<file path="src/rtl/draw_pkg.sv">
// Shared types and constants for the paint datapath shape blocks.
// Latency: n/a (package only).
// Backpressure: n/a (package only).
package draw_pkg;

  // Rasteriser control states.
  typedef enum logic [1:0] {
    IDLE = 2'd0,
    DRAW = 2'd1,
    FIN  = 2'd2
  } state_t;

  // Shape drawing modes.
  localparam logic MODE_FILL    = 1'b0;
  localparam logic MODE_OUTLINE = 1'b1;

  // Default VGA framebuffer dimensions shared by paint blocks.
  localparam int SCREEN_X_MAX = 160;
  localparam int SCREEN_Y_MAX = 120;

endpackage

</file>
<file path="src/rtl/scan_2d.sv">
// Raster col/row scanner: col 0..w-1 per row, optional jump from col 0 to col w-1.
// Latency: counters update on the edge after clear/advance; nxt_* and last are combinational.
// Backpressure: none; advances only when the owner pulses advance.
module scan_2d #(
  parameter int SW = 8
) (
  input  logic          clk,
  input  logic          reset,
  input  logic          clear,
  input  logic          advance,
  input  logic          jump,
  input  logic [SW-1:0] w,
  input  logic [SW-1:0] h,
  output logic [SW-1:0] row,
  output logic [SW-1:0] nxt_col,
  output logic [SW-1:0] nxt_row,
  output logic          last
);

  logic [SW-1:0] col;
  logic          col_end;
  logic          row_end;

  assign col_end = (col == w - SW'(1));
  assign row_end = (row == h - SW'(1));
  assign last    = col_end && row_end;

  // Next scan position: wrap at the row end, or skip a row interior when jumping.
  always_comb begin
    nxt_col = col + SW'(1);
    nxt_row = row;
    if (col_end) begin
      nxt_col = '0;
      nxt_row = row + SW'(1);
    end else if (jump && (col == '0)) begin
      nxt_col = w - SW'(1);
    end
  end

  // Position registers; clear has priority so a new shape always starts at (0,0).
  always_ff @(posedge clk or posedge reset) begin
    if (reset) begin
      col <= '0;
      row <= '0;
    end else if (clear) begin
      col <= '0;
      row <= '0;
    end else if (advance) begin
      col <= nxt_col;
      row <= nxt_row;
    end
  end

endmodule

</file>
<file path="src/rtl/draw_rect.sv">
// Rectangle rasteriser: one candidate pixel per clock, fill or outline, clipped to the screen.
// Latency: start accepted at edge N gives first candidate in cycle N+1; done one cycle after the last.
// Backpressure: none downstream; upstream start only taken while ready (IDLE), abort cancels a draw.
module draw_rect
  import draw_pkg::*;
#(
  parameter int XW    = 8,
  parameter int YW    = 7,
  parameter int SW    = 8,
  parameter int CW    = 3,
  parameter int X_MAX = SCREEN_X_MAX,
  parameter int Y_MAX = SCREEN_Y_MAX
) (
  input  logic          clk,
  input  logic          reset,
  input  logic          start,
  input  logic          abort,
  input  logic [XW-1:0] x0,
  input  logic [YW-1:0] y0,
  input  logic [SW-1:0] w,
  input  logic [SW-1:0] h,
  input  logic [CW-1:0] color,
  input  logic          mode,
  output logic          ready,
  output logic          plot,
  output logic [XW-1:0] plot_x,
  output logic [YW-1:0] plot_y,
  output logic [CW-1:0] plot_color,
  output logic          done
);

  // Sums carry one extra bit so origin+offset wrap-around reads as off-screen.
  localparam int XSW = ((XW > SW) ? XW : SW) + 1;
  localparam int YSW = ((YW > SW) ? YW : SW) + 1;
  localparam logic [XSW-1:0] X_LIM = XSW'(X_MAX);
  localparam logic [YSW-1:0] Y_LIM = YSW'(Y_MAX);

  state_t        state, state_nxt;
  logic          accept, advance, empty, jump, last;
  logic [XW-1:0] x_l, base_x;
  logic [YW-1:0] y_l, base_y;
  logic [SW-1:0] w_l, h_l, row, nxt_col, nxt_row, off_c, off_r;
  logic          mode_l;
  logic [XSW-1:0] sum_x;
  logic [YSW-1:0] sum_y;
  logic          in_screen;

  assign ready = (state == IDLE);
  assign empty = (w == '0) || (h == '0);
  assign jump  = (mode_l == MODE_OUTLINE) && (row != '0) && (row != h_l - SW'(1));

  scan_2d #(.SW(SW)) u_scan (
    .clk     (clk),
    .reset   (reset),
    .clear   (accept),
    .advance (advance),
    .jump    (jump),
    .w       (w_l),
    .h       (h_l),
    .row     (row),
    .nxt_col (nxt_col),
    .nxt_row (nxt_row),
    .last    (last)
  );

  // State register.
  always_ff @(posedge clk or posedge reset) begin
    if (reset) state <= IDLE;
    else       state <= state_nxt;
  end

  // Next state plus accept/advance strobes; abort wins over completion.
  always_comb begin
    state_nxt = state;
    accept    = 1'b0;
    advance   = 1'b0;
    unique case (state)
      IDLE: begin
        if (start) begin
          accept    = 1'b1;
          state_nxt = empty ? FIN : DRAW;
        end
      end
      DRAW: begin
        if (abort)     state_nxt = IDLE;
        else if (last) state_nxt = FIN;
        else           advance   = 1'b1;
      end
      FIN:     state_nxt = IDLE;
      default: state_nxt = IDLE;
    endcase
  end

  // Next candidate: on accept it is the raw origin, otherwise latched origin plus next offset.
  always_comb begin
    base_x = accept ? x0 : x_l;
    base_y = accept ? y0 : y_l;
    off_c  = accept ? '0 : nxt_col;
    off_r  = accept ? '0 : nxt_row;
  end

  assign sum_x     = XSW'(base_x) + XSW'(off_c);
  assign sum_y     = YSW'(base_y) + YSW'(off_r);
  assign in_screen = (sum_x < X_LIM) && (sum_y < Y_LIM);

  // Shape parameters captured at accept and held for the whole draw.
  always_ff @(posedge clk or posedge reset) begin
    if (reset) begin
      x_l    <= '0;
      y_l    <= '0;
      w_l    <= '0;
      h_l    <= '0;
      mode_l <= MODE_FILL;
    end else if (accept) begin
      x_l    <= x0;
      y_l    <= y0;
      w_l    <= w;
      h_l    <= h;
      mode_l <= mode;
    end
  end

  // Registered pixel outputs; plot and coordinates update together, done marks entry to FIN.
  always_ff @(posedge clk or posedge reset) begin
    if (reset) begin
      plot       <= 1'b0;
      plot_x     <= '0;
      plot_y     <= '0;
      plot_color <= '0;
      done       <= 1'b0;
    end else begin
      done <= (state_nxt == FIN);
      if (accept || advance) begin
        plot   <= in_screen && !(accept && empty);
        plot_x <= sum_x[XW-1:0];
        plot_y <= sum_y[YW-1:0];
      end else begin
        plot <= 1'b0;
      end
      if (accept) plot_color <= color;
    end
  end

endmodule

</file>
<file path="config.mk">
export PLATFORM = sky130hd
export DESIGN_NAME = draw_rect
export DESIGN_NICKNAME = d
export VERILOG_FILES = /design/src/rtl/draw_pkg.sv /design/src/rtl/scan_2d.sv /design/src/rtl/draw_rect.sv
export SDC_FILE = /design/constraint.sdc
export NUM_CORES = 1
export LEC_CHECK = 0
export BUFFER_PORTS_ARGS = -buffer_cell sky130_fd_sc_hd__buf_2
export CAP_MARGIN = 40
export CORE_MARGIN = 5
export CORE_UTILIZATION = 45
export CTS_BUF_LIST = sky130_fd_sc_hd__clkbuf_4
export DETAILED_ROUTE_END_ITERATION = 12
export GPL_ROUTABILITY_DRIVEN = 1
export PLACE_DENSITY = 0.66
export SLEW_MARGIN = 20
export SYNTH_ARGS = -nofsm -noshare
export SYNTH_HDL_FRONTEND = slang
export SYNTH_SLANG_ARGS = --single-unit
</file>
<file path="constraint.sdc">
create_clock -name clk -period 5 [get_ports clk]
set_input_delay 0.5 -clock clk [delete_from_list [all_inputs] [get_ports clk]]
set_output_delay 0.5 -clock clk [all_outputs]
set_load 0.01 [all_outputs]
</file>
# [After elaboration in Yosys (flattened, before gate mapping)]
# Index checks and enable logic that the tools add are counted.
[word_totals] rom_bits=0 latchBits=0 elab_cells=64 mem_bits_rw=0 ff_bits=70 inputBits=39 n_memories=0
[op_classes] muxes=22 order_cmp=2 n_reduce_logical=16 mul=0 n_addsub=6 div=0 n_bitwise=0 eq_ne=5 n_shift=0
[ops] op="2-to-1 mux 8 bit" n=10
[ops] op="zero test 8 bit" n=3
[ops] op="adder 8 x 1 -> 8 bit, second input constant" n=2
[ops] op="== test 8 bit" n=2
[ops] op="subtractor 8 x 1 -> 8 bit, second input constant" n=2
[ops] op="adder 7 x 8 -> 9 bit" n=1
[ops] op="adder 8 x 8 -> 9 bit" n=1
[ops] op="< comparator 9 x 7 -> 1 bit, second input constant" n=1
[ops] op="< comparator 9 x 8 -> 1 bit, second input constant" n=1
[ops] op="2-to-1 mux 2 bit" n=4
[ops] op="!= test 8 bit" n=1
[ops] op="nonzero test 8 bit" n=1
[ops] op="logical AND 1 bit" n=7
[ops] op="2-to-1 mux 7 bit" n=1
[ops] op="2-to-1 mux 1 bit" n=6
[ops] op="one-hot mux 2 bit (2 select lines)" n=1
[ops] op="== test 2 x 1 -> 1 bit, second input constant" n=1
[ops] op="== test 2 bit, second input constant" n=1
[ops] op="zero test 2 bit" n=1
[ops] op="logical OR 1 bit" n=2
[ops] op="nonzero test 2 bit" n=1
[ops] op="zero test 1 bit" n=1

# [Logic depth before layout (Yosys ltp)]
# Gate-level depths: netlist of run 1.
[depth] word_depth=12 mapped_depth=21 mapped_depth_nobuf=20

# [Cells and area by module]
# From an unflattened synthesis of run 1, not the netlist that was laid out.
[unflattened] cells_unflattened=499 hier_area_um2=4858.4
[modules_own_cells] module="draw_rect" seq_area_each_um2=1351.3 n_inst=1 area_each_um2=3016.6 cells_each=259
[modules_own_cells] module="scan_2d" seq_area_each_um2=400.4 n_inst=1 area_each_um2=1841.8 cells_each=240

# [Worst setup path after synthesis of run 1]
# Ideal clock, no wire load.
[synth_timing] path_type="register to register" startpoint="reg h_l[0]" endpoint="reg plot" slack_ns=0.904 n_path_buf=1 setup_time_ns=0.120 t_arrival_ns=3.976 stages_incl_launch_ff=20 period_less_slack_ns=4.096 cell_sequence="dfrtp_1 -> or2_2 -> or4_1 -> xnor2_1 -> and3_1 -> a221oi_1 -> buf_2 -> mux2i_1 -> nor2b_1 -> ha_1 -> inv_1 -> fa_1 -> nor2b_1 -> o21ai_0 -> a21boi_0 -> o311a_1 -> o21ai_0 -> nand3_1 -> a311oi_1 -> o211a_1"
[synth_via] elab_chain_len=12 elab_cells_between_ends=18 classes_between="add/sub (2); order compare (1); eq/ne (2); mux (7); reduce/logical (6)"
[synth_rtl] element="start, declared" line_no="draw_rect.sv:42" rtl="logic [SW-1:0] w_l, h_l, row, nxt_col, nxt_row, off_c, off_r;"
[synth_rtl] element="start signal, assigned" line_no="draw_rect.sv:118" rtl="h_l <= h;"
[synth_rtl] element="subtractor 8 x 1 -> 8 bit" line_no="draw_rect.sv:50" rtl="assign jump = (mode_l == MODE_OUTLINE) && (row != '0) && (row != h_l - SW'(1));"
[synth_rtl] element="!= test 8 bit" line_no="draw_rect.sv:50"
[synth_rtl] element="logical AND 1 bit" line_no="draw_rect.sv:50"
[synth_rtl] element="logical AND 1 bit" line_no="scan_2d.sv:35" rtl="end else if (jump && (col == '0)) begin"
[synth_rtl] element="2-to-1 mux 8 bit" line_no="scan_2d.sv:35"
[synth_rtl] element="2-to-1 mux 8 bit" line_no="scan_2d.sv:32" rtl="if (col_end) begin"
[synth_rtl] element="2-to-1 mux 8 bit" line_no="draw_rect.sv:98" rtl="off_c = accept ? '0 : nxt_col;"
[synth_rtl] element="via off_c[0]" line_no="draw_rect.sv:42"
[synth_rtl] element="adder 8 x 8 -> 9 bit" line_no="draw_rect.sv:102" rtl="assign sum_x = XSW'(base_x) + XSW'(off_c);"
[synth_rtl] element="< comparator 9 x 8 -> 1 bit" line_no="draw_rect.sv:104" rtl="assign in_screen = (sum_x < X_LIM) && (sum_y < Y_LIM);"
[synth_rtl] element="logical AND 1 bit" line_no="draw_rect.sv:104"
[synth_rtl] element="logical AND 1 bit" line_no="draw_rect.sv:134" rtl="plot <= in_screen && !(accept && empty);"
[synth_rtl] element="2-to-1 mux 1 bit" line_no="draw_rect.sv:133" rtl="if (accept || advance) begin"
[synth_rtl] element="end signal, assigned" line_no="draw_rect.sv:134"
[synth_rtl] element="end, declared" line_no="draw_rect.sv:25" rtl="output logic plot,"
# The timed path passes the listed nets, and every way through them passes these cells.
# A chain may end at the register's enable or synchronous reset.

# [Worst setup path in the final report of run 1]
# Ends and elaborated chain as after synthesis.

==> results of run 1 <==
## cells by family (layout without fill, tap and decap cells)
kind of cell | after synthesis | in the layout | synth area share (%)
adders and majority gates | 23 | 23 | 7.02
and+or+nand+nor | 237 | 237 | 24.8
xor gates and xnor gates | 48 | 48 | 10.1
DFF | 70 | 70 | 40.6
AOI/OAI and AO/OA | 80 | 80 | 11.6
buffers and inverters | 46 | 107 | 4.26
muxes | 7 | 7 | 1.65
## power breakdown
group          total, mW  switching, mW  internal, mW
logic              0.708          0.397         0.311
clock network      0.374          0.221         0.153
registers          0.795          0.103         0.692
total               1.88          0.720          1.16
## placed cells by master, fill, tap and decap left out, drive strengths merged, types with 11 or more instances in the layout
cell,synthesis,routed
a21oi,23,23
buf,10,68
dfrtp,70,70
ha,21,21
inv,24,25
nand2,141,141
nand3,11,11
nor2,28,28
o21ai,26,26
xnor2,26,26
xor2,21,21
## metal layers
layer  vias up  track usage, %
met2        79            28.2
met4         0            5.95
met3         9            3.90
met1      1674            25.9
li1       1817               -
met5         -               0
## sequential cells by signal (all words and copies together), names as in the netlist, 2 cells and up
name        flops
u_scan.row      8
state           2
plot_y          7
x_l             8
h_l             8
w_l             8
plot_color      3
y_l             7
plot_x          8
u_scan.col      8
## worst min-delay path: cells and delay by family
family	cells	cell delay, ps
buffers and inverters	3	430
## metrics by stage
stage | area, um^2 | cells | hold WS [ps]
2_1_floorplan | 4310 | 511 | 438
3_3_place_gp | 4730 | 684 | 448
3_5_place_dp | 4760 | 685 | 455
4_1_cts | 4900 | 700 | 65.7
5_1_grt | 4910 | 701 | 87.3
6_report | 4910 | 701 | 83.3
## worst min path at each step
| stage | endpoint | slack, ps |
|---|---|---|
| floorplan | mode_l | 440 |
| global placement | plot_y[3] | 450 |
| detailed placement | plot_y[6] | 450 |
| CTS | plot_y[0] | 70 |
| global route | plot_y[0] | 90 |
| finish | plot_y[0] | 80 |
## cell type report
class	instances	area (um^2)
clock buffers	9	67.6
well taps	129	161
multi-input cells	395	2380
repair buffers	68	387
clock inverters	6	71.3
flip-flops and latches	70	1750
fillers	934	4380
inverters	24	90.1
==> out/metrics.cfg, run 1 <==
[run_status]
outcome=finished, final reports clean

[worst_setup_path]
cp-endpoint=plot
rr_startpoint=h_l[0]
cp_top_family=compound AO/OA/AOI/OAI gates
path_cells=inv_1 -> ha_1 -> nor3b_1 -> xnor2_1 -> nor3_1 -> and3_1 -> a221oi_1 -> buf_4 -> mux2i_1 -> nor2b_1 -> ha_1 -> inv_1 -> fa_1 -> nor2b_1 -> o21ai_0 -> a21boi_0 -> o311a_1 -> o21ai_0 -> nand3_1 -> a311oi_1 -> o211a_1
reg2regPathDepth=21
r2r_slack_ps=630
worstSetupEndpointType=flip-flop
critical_path_class=reg2reg
cp-startpoint=h_l[0]
slowest_delay_ps=450
start_kind=flip-flop
critPathArrivalTime_ps=4710
worst_path_max_delay_cell=dfrtp_1
critical_path_buf_inv_count=3
cp_max_fo=12
critical_path_depth=21
required_ps=5340
r2r_end=plot

[grt]
grt_max_degree=48
grt_first_pass_wirelength_um=17100
grt_overflow=0
grtUsageTotal_pct=18.4
antenna_found_initial=0
grt_pass1_vias=3552

[synth]
synthTopCellsByArea=dfrtp_1 41%, nand2_1 12%, ha_1 6.1%, xnor2_1 5.3%, xor2_1 4.3%
avgSynthCellArea_um2=8.44
synth_enable_flop_cells=0
yosysMostFrequentCell=nand2_1
ys_top_cells_by_count=141 x nand2_1, 70 x dfrtp_1, 28 x nor2_1, 26 x xnor2_1
syn_inst=511
ys_warn_count=0
synth_cell_types=54
synth_top_cell_by_area=dfrtp_1
syn_area_um2=4310
synth_seq_area_share_pct=40.6
async_flop_share_pct=100
synth_top_area_share_pct=40.6
ys_ff_latch=70
postSynthNetCount=573
synthFlopType=dfrtp_1

[layout]
syn_to_final_growth_pct=13.8
diodes=0
nets=630
final_util_pct=52.9
layout-drive-gt1-share_pct=16.6

[placement]
numPortBuffers=59
place_worst_setup_slack_ps=611
post-dp-hpwl_um=7480
finalWeightedCongestion=0.859

[cts]
clk_path_buf_depth=2
clock_latency_ps=430
cts.sink_count=70
cts-htree-levels=3
hold_buffers=0
cts-root-buf=clkbuf_4
clkSlewWorstSetupHoldPaths_ps=140
numCtsBuffers=9
post-cts-setup-buffers=0
cts_tree=built
cts_resized=0

[sta]
final_hold_viol_count=0
slew_headroom_pct=47.8
final.setup.tns_ps=0
rsz0062_at_grt=no
setup_viol=0
worst_pin_slew_ps=781
skew_ps=23.5
max_freq_ghz=0.229
fin_crit_ps=4370
fin_ws_ps=626
slew_viol_final=0
finalCritPeriodShare_pct=87.5

[flow_run]
cap_violations=0

[pwr]
finalPower_mw=1.88
irDropWorstVdd_mv=0.214
p_leak_nw=2.45
powerDensity_nw_per_um2=382

[min_path]
worstHoldPathType=in2async

[route]
top_layer_used=met4
drt_pre_antenna_iters=4
drt-vias-per-instance=5.11
vias=3579
dr_wl_met3_um=472
totalWireLength_um=10200
wl_met1_um=5010
wire_per_inst_um=14.5
drtIter0Drc=138
drc=0
met2WireLength_um=4550
antenna_left=0

[floorplan]
rows=35
core_um2=9280
dieWidth_um=108
start_util_pct=46.5
ios=60
die_y_um=108
die-area_um2=11600

(Power assumes the default switching activity.)
==> run 2, diff against run 1 <==
--- a/config.mk
+++ b/config.mk
@@ -5,14 +5,14 @@
 export SDC_FILE = /design/constraint.sdc
 export NUM_CORES = 1
 export LEC_CHECK = 0
-export BUFFER_PORTS_ARGS = -buffer_cell sky130_fd_sc_hd__buf_2
 export CAP_MARGIN = 40
 export CORE_MARGIN = 5
 export CORE_UTILIZATION = 45
 export CTS_BUF_LIST = sky130_fd_sc_hd__clkbuf_4
 export DETAILED_ROUTE_END_ITERATION = 12
+export DONT_BUFFER_PORTS = 1
 export GPL_ROUTABILITY_DRIVEN = 1
-export PLACE_DENSITY = 0.66
+export PLACE_DENSITY = 0.61
 export SLEW_MARGIN = 20
 export SYNTH_ARGS = -nofsm -noshare
 export SYNTH_HDL_FRONTEND = slang
==> out/metrics.cfg, run 2 (synthesis gave the netlist of run 1 again) <==
[layout]
most-common-layout-cells=141 x nand2_1, 70 x dfrtp_1, 28 x nor2_1
regArea_um2=1750
final_util_pct=50.0
layout-drive-gt1-share_pct=6.82
layout_commonest_cell=nand2_1
multi_input_area_um2=2380
syn_to_final_growth_pct=7.60
stdcell_area_um2=4640
fillers=917
diodes=0
nets=570

[floorplan]
dieWidth_um=108
rows=35
die_y_um=108
core_um2=9280
die-area_um2=11600
ios=60
start_util_pct=46.5

[cts]
numCtsBuffers=9
post-cts-setup-buffers=0
cts_tree=built
clock_latency_ps=440
cts-htree-levels=3
clkSlewWorstSetupHoldPaths_ps=130
clk_path_buf_depth=2
cts-root-buf=clkbuf_4
cts.sink_count=70

[min_path]
worstHoldPathType=in2reg
worstHoldStart=abort

[grt]
grt_overflow=0
met3_usage_pct=5.10
top_usage_layer=met2
grt_max_degree=48
grt_first_pass_wirelength_um=16600
grtUsageTotal_pct=18.1
antenna_found_initial=0
met2_usage_pct=27.6
met1_usage_pct=24.8
grt_pass1_vias=3460

[sta]
setup_viol=0
final_hold_viol_count=0
fin_crit_ps=4330
slew_viol_final=0
final.setup.tns_ps=0
max_freq_ghz=0.231
skew_ps=28.8
slew_headroom_pct=47.3
worst_pin_slew_ps=785
finalCritPeriodShare_pct=86.5
rsz0062_at_grt=no

[run_status]
outcome=finished, final reports clean

[flow_run]
cap_violations=0

[worst_setup_path]
critPathArrivalTime_ps=4710
rr_startpoint=w_l[0]
cp-startpoint=w_l[0]
cp_max_fo=11
worstSetupEndpointType=flip-flop
required_ps=5380
start_kind=flip-flop
critical_path_class=reg2reg

[placement]
finalWeightedCongestion=0.824
post-dp-hpwl_um=7390
dpl_cell_area_um2=4460
numPortBuffers=0

[pwr]
p_leak_nw=2.23
powerDensity_nw_per_um2=400
irDropWorstVdd_mv=0.195
finalPower_mw=1.86

[route]
antenna_left=0
wire_per_inst_um=15.4
drtIter0Drc=152
drt_pre_antenna_iters=5
drc=0
totalWireLength_um=9920
vias=3406
drt-vias-per-instance=5.31

[run 2: worst paths after layout]
kind	cells after the start	end	slack [ps]
max	20	plot	670
min in group asynchronous	3	plot_color[1]	560
max in group asynchronous	4	w_l[5]	3890
min reg2reg	2	y_l[2]	500
min	1	state[1]	160
max reg2reg	20	plot	670
[run 2: critical path, stage by stage, from the launching register on]
cell and delay (ps):
dfrtp_1 470, inv_1 100, ha_1 220, nor3b_2 320, nor3b_1 350, nand3_1 150
a311oi_2 260, buf_4 220, or2_2 210, nor2b_1 70, ha_1 200, inv_1 70
fa_1 190, nor2b_1 50, o21ai_0 180, a21boi_0 180, o311a_1 340, o21ai_0 160
nand3_1 100, a311oi_1 250, o211a_1 180
[run 2: layer usage]
metal	vias up	wire length [um]
li1	1702	-
met1	1612	4680
met2	79	4410
met3	13	676
met4	0	145
met5	-	0
[run 2: cell type report]
| cell class | count | share of cell area (%) |
|---|---|---|
| Clock buffer | 10 | 1.62 |
| Clock inverter | 6 | 2.02 |
| Inverter | 24 | 1.94 |
| Multi-Input combinational cell | 395 | 51.3 |
| Sequential cell | 70 | 37.7 |
| Tap cell | 129 | 3.48 |
| Timing Repair Buffer | 8 | 1.94 |
[run 2: power by group]
part	leakage [nW]	total, mW	internal (mW)	switching, mW
Combinational	1.25	0.585	0.258	0.328
Clock	0.0872	0.435	0.212	0.224
Sequential	0.885	0.837	0.693	0.144
[run 2: through the flow]
step,cells,hold WS [ps],worst slack (ps)
after floorplan,511,438,904
after global placement,623,472,793
after detailed placement,625,464,659
after CTS,642,134,660
after global routing,642,128,285
final,642,156,675
[run 2: timing repair]
action | 4_1_cts | 5_1_grt
hold buffers | 1 | 0
endpoints found under the hold margin | 18 | 0
gates resized for setup | 0 | 0
